==> config.mk <==
export PLATFORM = sky130hd
export DESIGN_NAME = ex_mdu_alu
export DESIGN_NICKNAME = d
export VERILOG_FILES = /design/src/rtl/ex_mdu_alu.sv
export SDC_FILE = /design/constraint.sdc
export NUM_CORES = 1
export LEC_CHECK = 0
export BUFFER_PORTS_ARGS = -buffer_cell sky130_fd_sc_hd__buf_2
export CORE_ASPECT_RATIO = 1.5
export CORE_MARGIN = 4
export CORE_UTILIZATION = 45
export CTS_CLUSTER_SIZE = 40
export DETAILED_ROUTE_END_ITERATION = 16
export GPL_TIMING_DRIVEN = 0
export PLACE_DENSITY_LB_ADDON = 0.25
export SLEW_MARGIN = 20
export SYNTH_ARGS = -nofsm -noshare
export SYNTH_HDL_FRONTEND = slang
export SYNTH_SLANG_ARGS = --single-unit
==> constraint.sdc <==
create_clock -name clk -period 4.6 [get_ports clk]
set_input_delay 0 -clock clk [delete_from_list [all_inputs] [get_ports clk]]
set_output_delay 0 -clock clk [all_outputs]
set_load 0.02 [all_outputs]
==> src/rtl/ex_mdu_alu.sv <==
`timescale 1ns/1ps
`default_nettype none
// ============================================================================
//  Module   : ex_mdu_alu
//  Purpose  : EX-stage execute unit. Single-cycle RV32I-style ALU ops plus an
//             iterative RV-M multiply/divide engine. The engine retires
//             MD_STEP bits per cycle. Results are registered and held until
//             the consumer takes them.
//  Ports    : clk, rst (sync, active-high), flush
//             in_valid/in_ready   - operation handshake
//             alu_ctrl[4:0]       - op code
//             alu_dataA/B         - operands, XLEN bits wide
//             out_valid/out_ready - result handshake
//             alu_dataC           - result
//             alu_zero, alu_overflow, compare_res - flags derived from result
//  Revision : 1.0 - initial release
// ============================================================================
module ex_mdu_alu #(
  parameter int XLEN    = 32,
  parameter int MD_STEP = 1
) (
  input  logic            clk,
  input  logic            rst,
  input  logic            flush,
  input  logic            in_valid,
  output logic            in_ready,
  input  logic [4:0]      alu_ctrl,
  input  logic [XLEN-1:0] alu_dataA,
  input  logic [XLEN-1:0] alu_dataB,
  output logic            out_valid,
  input  logic            out_ready,
  output logic [XLEN-1:0] alu_dataC,
  output logic            alu_zero,
  output logic            alu_overflow,
  output logic            compare_res
);

  localparam int SHW   = $clog2(XLEN);
  localparam int NSTEP = XLEN / MD_STEP;
  localparam int CNTW  = $clog2(NSTEP + 1);

  localparam logic [4:0] OP_ADD = 5'b00000, OP_SUB  = 5'b00001, OP_OR  = 5'b00010,
                         OP_AND = 5'b00011, OP_XOR  = 5'b00100, OP_SRL = 5'b00101,
                         OP_SLL = 5'b00110, OP_SRA  = 5'b00111, OP_SLT = 5'b01000,
                         OP_SLTU = 5'b01001;
  localparam logic [XLEN-1:0] SMIN = {1'b1, {(XLEN-1){1'b0}}};

  typedef enum logic [1:0] {S_IDLE = 2'd0, S_BUSY = 2'd1, S_DONE = 2'd2} state_t;

  state_t             state_q, state_d;
  logic [CNTW-1:0]    cnt_q;
  logic [XLEN-1:0]    res_q, res_d;
  logic               zero_q, ovf_q, ovf_d;
  logic               load_res, start_md, accept;
  // Multi-cycle engine: hi = partial product high / remainder,
  // lo = multiplier / dividend-then-quotient, b = multiplicand / divisor.
  logic [XLEN-1:0]    md_hi_q, md_lo_q, md_b_q;
  logic [2:0]         md_op_q;
  logic               md_negp_q, md_negr_q;

  logic [SHW-1:0]     shamt;
  logic [XLEN-1:0]    sum, diff, base_res;
  logic               base_ovf;
  logic               is_md, is_div, a_sgn, b_sgn, a_neg, b_neg;
  logic [XLEN-1:0]    a_mag, b_mag;
  logic               div_zero, div_ovf, special;
  logic [XLEN-1:0]    special_res;

  logic [XLEN-1:0]    st_hi, st_lo, fin_res;
  logic [XLEN:0]      rem_t, add_t;
  logic               qbit;
  logic [2*XLEN-1:0]  prod, prod_s;

  // ---------------- single-cycle ALU ----------------
  assign shamt = alu_dataB[SHW-1:0];
  assign sum   = alu_dataA + alu_dataB;
  assign diff  = alu_dataA - alu_dataB;

  always_comb begin
    base_res = '0;
    base_ovf = 1'b0;
    case (alu_ctrl)
      OP_ADD: begin
        base_res = sum;
        base_ovf = (alu_dataA[XLEN-1] == alu_dataB[XLEN-1]) && (sum[XLEN-1] != alu_dataA[XLEN-1]);
      end
      OP_SUB: begin
        base_res = diff;
        base_ovf = (alu_dataA[XLEN-1] != alu_dataB[XLEN-1]) && (diff[XLEN-1] != alu_dataA[XLEN-1]);
      end
      OP_OR:   base_res = alu_dataA | alu_dataB;
      OP_AND:  base_res = alu_dataA & alu_dataB;
      OP_XOR:  base_res = alu_dataA ^ alu_dataB;
      OP_SRL:  base_res = alu_dataA >> shamt;
      OP_SLL:  base_res = alu_dataA << shamt;
      OP_SRA:  base_res = $signed(alu_dataA) >>> shamt;
      OP_SLT:  base_res = {{(XLEN-1){1'b0}}, $signed(alu_dataA) < $signed(alu_dataB)};
      OP_SLTU: base_res = {{(XLEN-1){1'b0}}, alu_dataA < alu_dataB};
      default: base_res = '0;
    endcase
  end

  // ---------------- M-op decode and operand conditioning ----------------
  // The engine works on magnitudes; signs are reapplied to the final result.
  assign is_md  = (alu_ctrl[4:3] == 2'b10);
  assign is_div = is_md & alu_ctrl[2];
  assign a_sgn  = is_md & (alu_ctrl[2] ? ~alu_ctrl[0] : (alu_ctrl[1] ^ alu_ctrl[0]));
  assign b_sgn  = is_md & (alu_ctrl[2] ? ~alu_ctrl[0] : (alu_ctrl[1:0] == 2'b01));
  assign a_neg  = a_sgn & alu_dataA[XLEN-1];
  assign b_neg  = b_sgn & alu_dataB[XLEN-1];
  assign a_mag  = a_neg ? -alu_dataA : alu_dataA;
  assign b_mag  = b_neg ? -alu_dataB : alu_dataB;

  // Divide corner cases resolve immediately instead of iterating.
  assign div_zero = is_div & (alu_dataB == '0);
  assign div_ovf  = is_div & ~alu_ctrl[0] & (alu_dataA == SMIN) & (alu_dataB == '1);
  assign special  = div_zero | div_ovf;
  assign special_res = div_zero ? (alu_ctrl[1] ? alu_dataA : '1)
                                : (alu_ctrl[1] ? '0 : SMIN);

  // ---------------- iteration step (MD_STEP bits) ----------------
  always_comb begin
    st_hi = md_hi_q;
    st_lo = md_lo_q;
    rem_t = '0;
    add_t = '0;
    qbit  = 1'b0;
    for (int i = 0; i < MD_STEP; i++) begin
      if (md_op_q[2]) begin
        // restoring division: shift one dividend bit into the remainder
        rem_t = {st_hi, st_lo[XLEN-1]};
        qbit  = (rem_t >= {1'b0, md_b_q});
        if (qbit) rem_t = rem_t - {1'b0, md_b_q};
        st_hi = rem_t[XLEN-1:0];
        st_lo = {st_lo[XLEN-2:0], qbit};
      end else begin
        // shift-add multiply: conditional add, then shift {carry,hi,lo} right
        add_t = {1'b0, st_hi} + (st_lo[0] ? {1'b0, md_b_q} : '0);
        st_lo = {add_t[0], st_lo[XLEN-1:1]};
        st_hi = add_t[XLEN:1];
      end
    end
  end

  assign prod   = {st_hi, st_lo};
  assign prod_s = md_negp_q ? -prod : prod;

  always_comb begin
    fin_res = '0;
    if (md_op_q[2]) begin
      if (md_op_q[1]) fin_res = md_negr_q ? -st_hi : st_hi;
      else            fin_res = md_negp_q ? -st_lo : st_lo;
    end else begin
      fin_res = (md_op_q[1:0] == 2'b00) ? prod_s[XLEN-1:0] : prod_s[2*XLEN-1:XLEN];
    end
  end

  // ---------------- control FSM ----------------
  assign in_ready = (state_q == S_IDLE) | ((state_q == S_DONE) & out_ready);
  assign accept   = in_valid & in_ready & ~flush;

  always_comb begin
    state_d  = state_q;
    load_res = 1'b0;
    start_md = 1'b0;
    res_d    = '0;
    ovf_d    = 1'b0;
    if (flush) begin
      state_d = S_IDLE;
    end else begin
      case (state_q)
        S_IDLE, S_DONE: begin
          if ((state_q == S_DONE) && out_ready) state_d = S_IDLE;
          if (accept) begin
            if (is_md && !special) begin
              state_d  = S_BUSY;
              start_md = 1'b1;
            end else begin
              state_d  = S_DONE;
              load_res = 1'b1;
              res_d    = is_md ? special_res : base_res;
              ovf_d    = is_md ? 1'b0 : base_ovf;
            end
          end
        end
        S_BUSY: begin
          if (cnt_q == CNTW'(1)) begin
            state_d  = S_DONE;
            load_res = 1'b1;
            res_d    = fin_res;
          end
        end
        default: state_d = S_IDLE;
      endcase
    end
  end

  always_ff @(posedge clk) begin
    if (rst) begin
      state_q   <= S_IDLE;
      cnt_q     <= '0;
      res_q     <= '0;
      zero_q    <= 1'b0;
      ovf_q     <= 1'b0;
      md_hi_q   <= '0;
      md_lo_q   <= '0;
      md_b_q    <= '0;
      md_op_q   <= '0;
      md_negp_q <= 1'b0;
      md_negr_q <= 1'b0;
    end else begin
      state_q <= state_d;
      if (load_res) begin
        res_q  <= res_d;
        zero_q <= (res_d == '0);
        ovf_q  <= ovf_d;
      end
      if (start_md) begin
        md_hi_q   <= '0;
        md_lo_q   <= is_div ? a_mag : b_mag;
        md_b_q    <= is_div ? b_mag : a_mag;
        md_op_q   <= alu_ctrl[2:0];
        md_negp_q <= a_neg ^ b_neg;
        md_negr_q <= a_neg;
        cnt_q     <= CNTW'(NSTEP);
      end else if (state_q == S_BUSY) begin
        md_hi_q <= st_hi;
        md_lo_q <= st_lo;
        cnt_q   <= cnt_q - CNTW'(1);
      end
    end
  end

  assign out_valid    = (state_q == S_DONE);
  assign alu_dataC    = res_q;
  assign alu_zero     = zero_q;
  assign alu_overflow = ovf_q;
  assign compare_res  = res_q[0];

endmodule
`default_nettype wire

==> metrics, run 1 <==
status did not finish; failing step global routing (5_1_grt); error msg [ERROR GRT-0116] Global routing finished with congestion. Check the congestion regions in the DRC Viewer.; grt ovf 440; Yosys cell types 119; CTS Buf Count 17; Starting Density 0.4544; H-tree Lvls 4; syn_area_per_cell 6.921 um2; dpl cell area 26420 um2; YS warnings 0; Syn Inst Count 3597; All-Layer GR Usage 0.7080; I/O Buffers 108; Yosys reg bits 143; post-synthesis sequential area ratio 0.1150; largest net degree at the start of global routing 17; post-DP HPWL 135000 um; ys flop type dfxtp_1; Die Ht 296.1 um; Mapped Nets 3847; asr flop ratio synth 0; dpl cells 4403; I/O pin cnt 111; Die X 200.0 um; Clock Path Buffers 2; std cell rows 105; first-pass GRT wire length 316400 um; synthesized cell area 24900 um2; number of synthesized flops with an enable pin 0; clock sinks 143; vias in the first global route 39070; GPL Wtd Cong 1.158; CTS root buffer clkbuf_16
-- cell usage after synthesis, drive strengths merged (40+ instances only) --
cell type  number  area share
a211oi         82       0.025
a21o           40       0.012
a21oi         329       0.067
a31oi          43       0.011
and2           54       0.014
buf            70       0.015
clkbuf        202       0.030
dfxtp         143        0.11
ha            172       0.086
inv           162       0.024
mux2i          90       0.036
mux4           49       0.044
nand2         399       0.061
nand3          76       0.016
nand4          44       0.013
nor2          418       0.063
nor3          112       0.023
o211ai         77       0.023
o21ai         257       0.052
xnor2         119       0.042
xor2           51       0.018
-- routing by layer --
layer  overflow  track usage
met1          9       0.6839
met3          9       0.5203
met4        186       0.7605
met5          0       0.1514
met2        236       0.9016
-- cells by family after synthesis --
kind of cell               synth area share
AOI/OAI and AO/OA                    0.3291
and+or+nand+nor                      0.2483
DFF                                  0.1150
xor gates and xnor gates            0.05981
adders and majority gates           0.08966
muxes                               0.08835
buffers and inverters               0.06976
-- repair_timing --
item / 4_1_cts
gates cloned: 0
buffers inserted: 102
setup endpoints to repair: 142
endpoints found under the hold margin: 5
pin swaps: 92
hold buffers: 5
gates resized for setup: 426
-- metrics by stage --
stage	worst slack [ns]	hold slack, ns	TNS, ns	util
4_1_cts	-0.7830	0.01519	-5.169	0.5387
3_3_place_gp	-4.105	0.3164	-186.16	0.4810
2_1_floorplan	-0.2335	0.07214	-0.2644	-
3_5_place_dp	-3.000	0.3238	-179.35	0.4822
==> run 2: changes to the inputs <==
CORE_ASPECT_RATIO = default   (was 1.5)
CORE_UTILIZATION = 30   (was 45)
CTS_CLUSTER_SIZE = default   (was 40)
PLACE_DENSITY_LB_ADDON = 0.15   (was 0.25)
clock period = 6 ns   (was 4.6 ns; I/O delays follow)
==> metrics, run 2 <==
CTS Buf Count 17 (unchanged); Final setup viols 1; clock power share 0.248; asr flop ratio synth 0 (unchanged); vias in the first global route 29310; share of the synthesized area in the top cell type 0.1150 (unchanged); syn_area_per_cell 6.921 um2 (unchanged); Core Region 82110 um2; fillers 9135; post-synthesis sequential area ratio 0.1150 (unchanged); ys flop type dfxtp_1; Die X 296.1 um (+48%); multi-input combinational cell area 20830 um2; Die Ht 296.1 um (unchanged); CTS root buffer clkbuf_16; Psw 0.002111 W; share of layout cells above drive strength 1 0.1233; Residual DRC 0; synthesized cell area 24900 um2 (unchanged); clk_lat worst skew 0.47 ns; Yosys reg bits 143 (unchanged); Mapped Nets 3847 (unchanged); DR vias/cell 6.332; synth top area cells dfxtp_1 11%, ha_1 8.6%, a21oi_1 6.6%; Leak Pwr 10.75 nW; GPL Wtd Cong 1.031 (-11%); area grow syn2layout 13.29%; top-count cell post-synth nor2_1; Switching Share 0.4886; leading area contributor after synthesis dfxtp_1; Max IR drop VDD 0.0001407 V; Yosys cell types 119 (unchanged); pwr dens 153.2 nW/um2; Logic pwr share 0.520; status finished with violations; I/O pin cnt 111 (unchanged); Syn Inst Count 3597 (unchanged); slew margin rel. 0.1720; Reg area 2904 um2; DRT iter0 DRCs 3497; first-pass detailed-route iteration total 6; number of synthesized flops with an enable pin 0 (unchanged); initial antenna violation count 5; Required @ worst endpoint 6.37 ns; Final min period 6.118 ns; failing checks setup timing; post-DP HPWL 128900 um (-4.5%); Clock Path Buffers 2 (unchanged); Die Area 87660 um2; Fin. Hold Viols 0; max cap viols 0; DR vias 30610; worst-margin pin slew 1.229 ns; clk slew on worst S/H paths 0.07 ns; All-Layer GR Usage 0.3436; Final WS setup -0.1182 ns; most common cell after layout, fill and taps aside nor2_1; most frequent cells in the layout 414 x nor2_1, 394 x nand2_1, 318 x a21oi_1; fin crit share 1.020; crit end category flop; Peak Freq 163.4 MHz; clock skew 0.02155 ns; TNS Setup -0.1182 ns; CP Class in -> reg; clock sinks 143 (unchanged); critical-path maximum fanout 10; grt ovf 0; sequential share of power 0.232; Starting Density 0.3032 (-0.1512); Hold WC Path Type in -> reg; Overall Power 0.004320 W; Finished Core Util 0.3435; first-pass GRT wire length 218300 um; largest net degree at the start of global routing 20; pre-CTS WS -1.779 ns (+1.221 ns); Critical Path AT 6.49 ns; top post-synthesis cells by count 417 x nor2_1, 397 x nand2_1, 326 x a21oi_1; H-tree Lvls 4 (unchanged); std cell rows 105 (unchanged); YS warnings 0 (unchanged); max-slew violations 0; CTS tree done; final wirelength 156400 um; DR WL/cell 32.34 um; Final nets 4000; I/O Buffers 108 (unchanged); Cell Int Power 0.002209 W; Final ANT Viol Nets 0; critical path startpoint category input pin
==> run 2: cell counts after synthesis <==
Identical to the previous run, type by type.
==> run 2: metal layers <==
metal	vias up	GRT usage	wire length, um
li1	13620	-	-
met1	14810	0.4081	60310
met2	1660	0.5731	71610
met3	518	0.04920	11060
met4	6	0.2396	13340
met5	-	0	45
==> run 2: area by class of cell <==
type                            count  share of cell area
Multi-Input combinational cell   3018              0.7386
Tap cell                         1070             0.04747
Clock inverter                     14            0.004525
Inverter                          164             0.02187
Antenna cell                        2           0.0001774
Timing Repair Buffer              140             0.02839
Clock buffer                       18             0.01522
Sequential cell                   143              0.1030
Buffer                            266             0.04077
==> run 2: cells by family (layout without fill, tap and decap cells) <==
logic type | Yosys count | in the layout | synth area share
AO/OA/AOI/OAI | 1213 | 1213 | 0.3291
XOR/XNOR | 170 | 170 | 0.05981
adder cells (fa/ha/maj) | 176 | 176 | 0.08966
buffers and inverters | 436 | 602 | 0.06976
flip-flops | 143 | 143 | 0.1150
multiplexers | 156 | 156 | 0.08835
other | 0 | 2 | 0
AND/OR/NAND/NOR | 1303 | 1303 | 0.2483
==> run 2: path summary, 6_finish.rpt <==
| path | from | to | slack [ns] | depth (start not counted) |
|---|---|---|---|---|
| worst max-delay path | alu_ctrl[0] | alu_zero | -0.12 | 16 |
| worst max register to register | md_op_q[2] | alu_zero | 0.06 | 19 |
| worst min register to register | md_b_q[2] | md_b_q[2] | 0.47 | 2 |
| worst min-delay path | alu_dataA[0] | md_b_q[0] | 0.08 | 3 |
==> run 2: stage by stage <==
stage	hold WS (ns)	area [um2]	instances
final	0.07725	28200	4835
after global routing	0.08252	28200	4833
after CTS	0.03633	27750	4819
after detailed placement	0.3122	26830	4775
after global placement	0.3205	26770	4775
after floorplan	0.07214	24900	3597
==> run 2: worst max-delay path, cell delays in order <==
cell,delay [ns]
dlygate4sd3_1,0.51
buf_2,0.26
inv_1,0.19
ha_1,0.29
nand2_1,0.30
clkbuf_1,0.55
clkbuf_1,0.60
clkbuf_1,0.72
o21ai_0,0.20
a221oi_1,0.63
o221ai_1,0.31
o221ai_1,0.71
nand4b_1,0.30
a2111oi_4,0.46
nand4_1,0.16
o32ai_2,0.24
==> run 2: power by group through the flow <==
stage                     clock network (W)  registers (W)  logic (W)
final                               0.00107        0.00100    0.00225
after floorplan                           0        0.00102    0.00125
after global routing                0.00111        0.00101    0.00234
after detailed placement                  0        0.00102    0.00206
after global placement                    0        0.00102    0.00207
after CTS                           0.00108        0.00100    0.00212
==> run 2: repair_timing <==
item / in CTS / in global routing
pin swaps: 10 / 18
hold buffers: 5 / 0
endpoints found under the setup margin: 24 / 7
buffers inserted: 12 / 15
endpoints found under the hold margin: 5 / 0
resized for setup: 63 / 93
No activity file was read; power rests on OpenSTA's default activity.
